==> src/rtl/param_processor.sv <==
// Parametrised register-file processor: one instruction per handshake, walked through
// READ/EXEC/WB, with carry/zero flags and an optional hardwired zero register.
module param_processor #(
    parameter  int DATA_W   = 16,
    parameter  int NUM_REGS = 32,
    parameter  int ZERO_REG = 0,
    localparam int ADDR_W   = $clog2(NUM_REGS),
    localparam int INSTR_W  = 3 + 3 * ADDR_W + DATA_W
) (
    input  logic               clk,
    input  logic               reset,
    input  logic               instr_valid,
    input  logic [INSTR_W-1:0] instr,
    output logic               instr_ready,
    output logic [DATA_W-1:0]  rd_data1,
    output logic [DATA_W-1:0]  rd_data2,
    output logic [DATA_W-1:0]  result,
    output logic               carry,
    output logic               zero,
    output logic               done
);

    localparam int SH_W = $clog2(DATA_W);

    localparam logic [2:0] OP_LOADI = 3'b000;
    localparam logic [2:0] OP_READ1 = 3'b001;
    localparam logic [2:0] OP_READ2 = 3'b010;
    localparam logic [2:0] OP_AND   = 3'b100;
    localparam logic [2:0] OP_ADD   = 3'b101;
    localparam logic [2:0] OP_SUB   = 3'b110;
    localparam logic [2:0] OP_SHL   = 3'b111;

    typedef enum logic [1:0] {IDLE, READ, EXEC, WB} state_t;

    state_t              state_q, state_d;
    logic [INSTR_W-1:0]  instr_q;
    logic [DATA_W-1:0]   regs_q [NUM_REGS];
    logic [DATA_W-1:0]   rd1_q, rd2_q, result_q;
    logic                carry_q, zero_q, done_q;

    logic [2:0]          op;
    logic [ADDR_W-1:0]   rd_a, rs1_a, rs2_a;
    logic [DATA_W-1:0]   imm;
    logic [DATA_W-1:0]   opnd1, opnd2;
    logic [DATA_W:0]     alu_out;
    logic                accept, writes, wr_en;

    // Returns {carry, result}; carry is only meaningful for AND/ADD/SUB/SHL.
    function automatic logic [DATA_W:0] alu(input logic [2:0]        opc,
                                            input logic [DATA_W-1:0] a,
                                            input logic [DATA_W-1:0] b,
                                            input logic [DATA_W-1:0] im);
        logic [DATA_W:0] r;
        case (opc)
            OP_LOADI: r = {1'b0, im};
            OP_AND:   r = {1'b0, a & b};
            OP_ADD:   r = {1'b0, a} + {1'b0, b};
            OP_SUB:   r = {(a < b), a - b};
            OP_SHL:   r = {1'b0, a} << im[SH_W-1:0];
            default:  r = {1'b0, a};
        endcase
        return r;
    endfunction

    assign op    = instr_q[INSTR_W-1 -: 3];
    assign rd_a  = instr_q[DATA_W+3*ADDR_W-1 -: ADDR_W];
    assign rs1_a = instr_q[DATA_W+2*ADDR_W-1 -: ADDR_W];
    assign rs2_a = instr_q[DATA_W+ADDR_W-1 -: ADDR_W];
    assign imm   = instr_q[DATA_W-1:0];

    assign instr_ready = (state_q == IDLE) & ~reset;
    assign accept      = instr_valid & instr_ready;

    assign opnd1   = (ZERO_REG != 0 && rs1_a == '0) ? '0 : regs_q[rs1_a];
    assign opnd2   = (ZERO_REG != 0 && rs2_a == '0) ? '0 : regs_q[rs2_a];
    assign alu_out = alu(op, rd1_q, rd2_q, imm);

    assign writes = (op != OP_READ1) && (op != OP_READ2);
    assign wr_en  = (state_q == WB) && writes && !(ZERO_REG != 0 && rd_a == '0);

    always_ff @(posedge clk or posedge reset) begin
        if (reset) begin
            state_q <= IDLE;
        end else begin
            state_q <= state_d;
        end
    end

    always_comb begin
        state_d = state_q;
        case (state_q)
            IDLE:    if (accept) state_d = READ;
            READ:    state_d = EXEC;
            EXEC:    state_d = WB;
            WB:      state_d = IDLE;
            default: state_d = IDLE;
        endcase
    end

    always_ff @(posedge clk or posedge reset) begin
        if (reset) begin
            instr_q  <= '0;
            rd1_q    <= '0;
            rd2_q    <= '0;
            result_q <= '0;
            carry_q  <= 1'b0;
            zero_q   <= 1'b0;
            done_q   <= 1'b0;
        end else begin
            done_q <= (state_q == WB);
            if (accept) begin
                instr_q <= instr;
            end
            if (state_q == READ) begin
                rd1_q <= opnd1;
                rd2_q <= opnd2;
            end
            if (state_q == EXEC) begin
                result_q <= alu_out[DATA_W-1:0];
                // Only the computing opcodes (MSB set) touch the flags.
                if (op[2]) begin
                    carry_q <= alu_out[DATA_W];
                    zero_q  <= (alu_out[DATA_W-1:0] == '0);
                end
            end
        end
    end

    always_ff @(posedge clk or posedge reset) begin
        if (reset) begin
            for (int i = 0; i < NUM_REGS; i++) begin
                regs_q[i] <= '0;
            end
        end else if (wr_en) begin
            regs_q[rd_a] <= result_q;
        end
    end

    assign rd_data1 = rd1_q;
    assign rd_data2 = rd2_q;
    assign result   = result_q;
    assign carry    = carry_q;
    assign zero     = zero_q;
    assign done     = done_q;

endmodule

==> config.mk <==
export PLATFORM = sky130hd
export DESIGN_NAME = param_processor
export DESIGN_NICKNAME = d
export VERILOG_FILES = /design/src/rtl/param_processor.sv
export SDC_FILE = /design/constraint.sdc
export NUM_CORES = 1
export LEC_CHECK = 0
export CAP_MARGIN = 25
export CELL_PAD_IN_SITES_DETAIL_PLACEMENT = 0
export CELL_PAD_IN_SITES_GLOBAL_PLACEMENT = 1
export CORE_AREA = 2 2 246 248
export CTS_BUF_LIST = sky130_fd_sc_hd__clkbuf_16
export CTS_CLUSTER_DIAMETER = 60
export CTS_CLUSTER_SIZE = 8
export DETAILED_ROUTE_END_ITERATION = 16
export DIE_AREA = 0 0 248 250
export GPL_ROUTABILITY_DRIVEN = 0
export GPL_TIMING_DRIVEN = 0
export PLACE_DENSITY = 0.82
export SYNTH_ARGS = -nofsm -noshare
export SYNTH_HDL_FRONTEND = slang
export SYNTH_SLANG_ARGS = --single-unit
==> constraint.sdc <==
create_clock -name clk -period 44.6 [get_ports clk]
set_input_delay 4.46 -clock clk [delete_from_list [all_inputs] [get_ports clk]]
set_output_delay 4.46 -clock clk [all_outputs]
set_load 0.05 [all_outputs]
* Yosys cells after proc, flatten, opt, wreduce, memory -nomap -nowiden
Cells that the tools add are included.
** Operators by class
- Add/sub/neg operators :: 2
- $mul :: 0
- Div/mod/pow operators :: 0
- $lt $le $gt $ge :: 5
- Equality and inequality tests :: 10
- Shift operators :: 1
- Multiplexer cells :: 12
- Bitwise operators :: 7
- Reductions and logical operators :: 7
** Operators with widths (number)
- 512-bit bitwise mux :: 1
- 16-bit binary-select mux with 5-bit select :: 2
- 17-bit case mux with 5 select lines :: 1
- 16-bit demux with 5-bit select :: 1
- 16-bit two-way mux :: 5
- 6-bit greater-or-equal comparator (second input constant) :: 3
- 5-bit inverter with 6-bit output :: 3
- 16-bit by 16-bit adder with 17-bit output :: 1
- 16-bit by 4-bit left shift with 17-bit output :: 1
- 16-bit AND :: 1
- 16-bit zero test :: 1
- 16-bit less-than comparator :: 1
- 16-bit subtractor :: 1
- 3-bit equality test (second input constant) :: 4
- 2-bit case mux with 4 select lines :: 1
- 6-bit by 1-bit less-than comparator with 1-bit output (second input constant) :: 1
- 2-bit equality test (second input constant) :: 2
- 1-bit logical AND :: 3
- 3-bit zero test :: 1
- 3-bit by 1-bit != test with 1-bit output (second input constant) :: 1
- 3-bit by 2-bit != test with 1-bit output (second input constant) :: 1
- 1-bit AND :: 2
- 2-bit by 1-bit equality test with 1-bit output (second input constant) :: 1
- 2-bit zero test :: 1
- other kinds (4) :: 4
** Word-level totals
- Register bits after elaboration :: 599
- Latch bits :: 0
- Bits in writable memories :: 0
- Bits in read-only memories :: 0
- Input port bits :: 37
- Output and inout port bits :: 52
- Logic and storage cells :: 84
- Memories :: 0

* Longest topological paths before layout
- Depth in word-level cells :: 6
- Gate-level depth with buffers :: 13
- Depth with buffers taken out :: 12

* Least setup slack after synthesis
No wires, ideal clock.
- Path kind :: in2out
- From :: input reset
- To :: output instr_ready
- Arrival time :: 5.180 ns
- Data required time :: 40.140 ns
- Path slack :: 34.960 ns
- Stages :: 1
- Cells stage by stage :: nor2b_1
** Between the ends
- Cells in the longest elaborated chain, start to end :: 2
** Ends and longest elaborated chain
- start, declared :: RTL line 11 : input logic reset,
- 1-bit inverter :: RTL line 71 : assign instr_ready = (state_q == IDLE) & ~reset;
- 1-bit AND :: RTL line 71
- end, declared :: RTL line 14 : output logic instr_ready,
No other way between the ends.

* Worst setup path in the final report
Same ends and word-level chain as after synthesis.

==> results.toml <==
[final_layout]
final_net_count = 2605
synthToLayoutAreaGrowth_pct = 14.1
drive_gt1_frac = 0.428

[pwr]
swShare = 0.422
p_int_w = 0.00177
p_switching_w = 0.00130
share_comb_of_total_power = 0.507
p_leak_nw = 16.9
seqPwrFrac = 0.299
power-per-cell-area_nw_per_um2 = 80.3
peakVddDrop_mv = 0.0564
clock_power_share = 0.195

[sta]
fin_crit_ns = 10.45
hold_viol = 0
fin_crit_sh = 0.234
rsz0062_at_grt = "false"
clock.fmax_ghz = 0.0957
skew_ns = 0.0280
setup_viol = 0
final_max_slew_viol_count = 0
setup_ws_ns = 34.15
worst_pin_slew_ns = 1.12
finalSetupTns_ns = 0
slew_headroom = 0.256

[grt]
antenna_found_initial = 3
overflow = 0
grt_max_degree = 138
grt_pass1_wl_microns = 153000
grt_pass1_vias = 23500
track_usage = 0.340

[yosys]
synth_edf_count = 0
synth_ff_type = "dfrtp_1"
synth-seq-cells = 599
syn-num-nets = 2397
syn_area_per_cell_sq_um = 14.4
synth_cells = 2321
netlist_area_sq_um = 33500
ys_warn_count = 0
synth.distinct_cells = 74
async_reset_ff_frac = 1.00
synth-seq-area-share = 0.448

[setup_path]
crit_required_ns = 40.14
critPathMaxFanout = 2
critical_path_arrival_ns = 5.99
r2r_slack_ns = 40.68
critPathLaunchType = "input port"
critPathKind = "input port to output port"
end_kind = "output port"

[floorplan]
num_rows = 90
start_util = 0.562
pin_count = 89
core_area_sq_um = 59600
die_area_sq_um = 62000
die_h_microns = 250
die_w_microns = 248

[cts]
post_cts_resize_count = 0
cts_max_level = 3
clkTransAtPathRegs_ns = 0.05
cts_buffer_depth = 3
post-cts-setup-buffers = 0
root_buffer = "clkbuf_16"
cts_buffers = 86
cts_tree = "done"
postCtsHoldBufs = 0
clk_latency_ns = 0.63
numClockSinks = 599

[flow_run]
maxCapViolCount = 0

[routing]
viasPerCell = 6.84
num_vias = 22700
first_pass_iters = 6
drc = 0
antenna_left = 0
drt-total-wl_microns = 103000
drtIter0Drc = 2229
post_drt_wl_per_cell_microns = 31.0

[min_path]
hold_class = "flip-flop to flip-flop"

[place]
pre_cts_ws_ns = 34.15
portBuffers = 88
dpl.hpwl_microns = 76200

[run_status]
status = "finished clean"
[Yosys cell counts (5+ instances only)]
cell type  instances  area, sq um
a211oi_1           7         52.6
a21o_1             6         45.0
a21oi_1           73          365
a31oi_1           12         75.1
buf_1             38          143
buf_2             48          240
buf_6              6         67.6
clkbuf_1         124          465
dfrtp_1          599        15000
ha_1              37          463
inv_1             34          128
mux2_2           559         6290
mux2i_1           60          601
mux4_2           325         7320
nand2_1           47          176
nand2b_1          10         62.6
nand3_1           15         75.1
nand3b_1           8         60.1
nor2_1           118          443
nor2b_1           16          100
nor3_1            27          135
o211ai_1           6         45.0
o21ai_0           27          135
o22ai_1            9         56.3
o31ai_1            5         37.5
or3_1              7         43.8
[critical path, stage by stage]
cell and delay [ns]:
clkdlybuf4s50_1 0.51, nor2b_1 0.19, clkdlybuf4s50_1 0.82
[per-stage QoR]
stage | instance area, sq um | util | power (W) | cells | hold slack, ns
after global placement | 35300 | 0.593 | 0.00236 | 3191 | 0.495
after floorplan | 33500 | - | 0.00190 | 2321 | 0.480
after detailed placement | 35800 | 0.601 | 0.00243 | 3218 | 0.499
final | 38200 | 0.642 | 0.00307 | 3322 | 0.508
after global routing | 38200 | 0.642 | 0.00319 | 3321 | 0.527
after CTS | 38100 | 0.640 | 0.00304 | 3316 | 0.510
[final timing paths]
kind	to	start	cells after the start
setup / recovery	instr_ready	reset	3
hold / removal	instr_q[5]	instr_q[5]	1
setup reg to reg	zero	rd_data1[1]	12
hold reg to reg	instr_q[5]	instr_q[5]	1
max in group asynchronous	regs_q[355]	reset	5
min in group asynchronous	instr_q[15]	reset	2
[power groups by stage]
stage / Combinational [W] / Clock (W) / Sequential, W
6_report: 0.00155 / 0.000597 / 0.000917
5_1_grt: 0.00164 / 0.000624 / 0.000935
4_1_cts: 0.00153 / 0.000603 / 0.000908
3_5_place_dp: 0.00152 / 0 / 0.000915
3_3_place_gp: 0.00146 / 0 / 0.000897
2_1_floorplan: 0.000987 / 0 / 0.000916
[area by class of cell]
| cell class | instances | area (sq um) |
|---|---|---|
| antenna | 1 | 2.50 |
| buffer | 219 | 936 |
| clock buffer | 88 | 2200 |
| clock inverter | 10 | 165 |
| fill | 4307 | 21300 |
| inverter | 34 | 135 |
| multi-input combinational | 1469 | 17400 |
| sequential | 599 | 15000 |
| tap | 782 | 978 |
| timing repair buffer | 120 | 1380 |
[sequential cells by signal, summed over array words and instances (netlist names)]
register  flops
rd_data2     16
done          1
result       16
rd_data1     16
zero          1
instr_q      34
state_q       2
regs_q      512
carry         1
[layout by cell type, fill, tap and decap left out, types with 4 or more instances in the layout]
cell and instances:
a211oi_1 7, buf_8 20, a31oi_1 12, nor3_1 27, nor3b_1 4, buf_1 38
or2_2 4, buf_6 13, nor2_1 118, o211ai_1 6, nand3b_1 8, mux2i_1 60
nor2b_1 16, or3_1 7, xor2_1 4, buf_2 49, buf_16 4, o31ai_1 5
mux4_2 325, a21oi_1 73, clkdlybuf4s50_1 88, nand3_1 15, dfrtp_1 599, inv_1 35
nand2b_1 10, ha_1 37, a21o_1 6, a221oi_1 4, o21a_1 4, nand2_1 47
mux2_2 559, o21ai_0 27, o22ai_1 9, clkbuf_16 88, xnor2_1 4, a311oi_1 4
clkbuf_1 124
[layer usage]
metal	global-route usage	up-vias	wire length, microns
met4	0.140	4	4640
met3	0.0848	280	8350
li1	-	9302	-
met5	0	-	23
met1	0.450	12100	40200
met2	0.538	1077	49800
[cells by family after synthesis]
family	Yosys count	share of synthesized area
AND/OR/NAND/NOR	277	0.0394
AO/OA/AOI/OAI	201	0.0397
buffers and inverters	253	0.0318
multiplexers	944	0.424
XOR/XNOR	8	0.00209
flip-flops	599	0.448
adder cells (fa/ha/maj)	39	0.0150
Power figures use the tool's default switching activity.
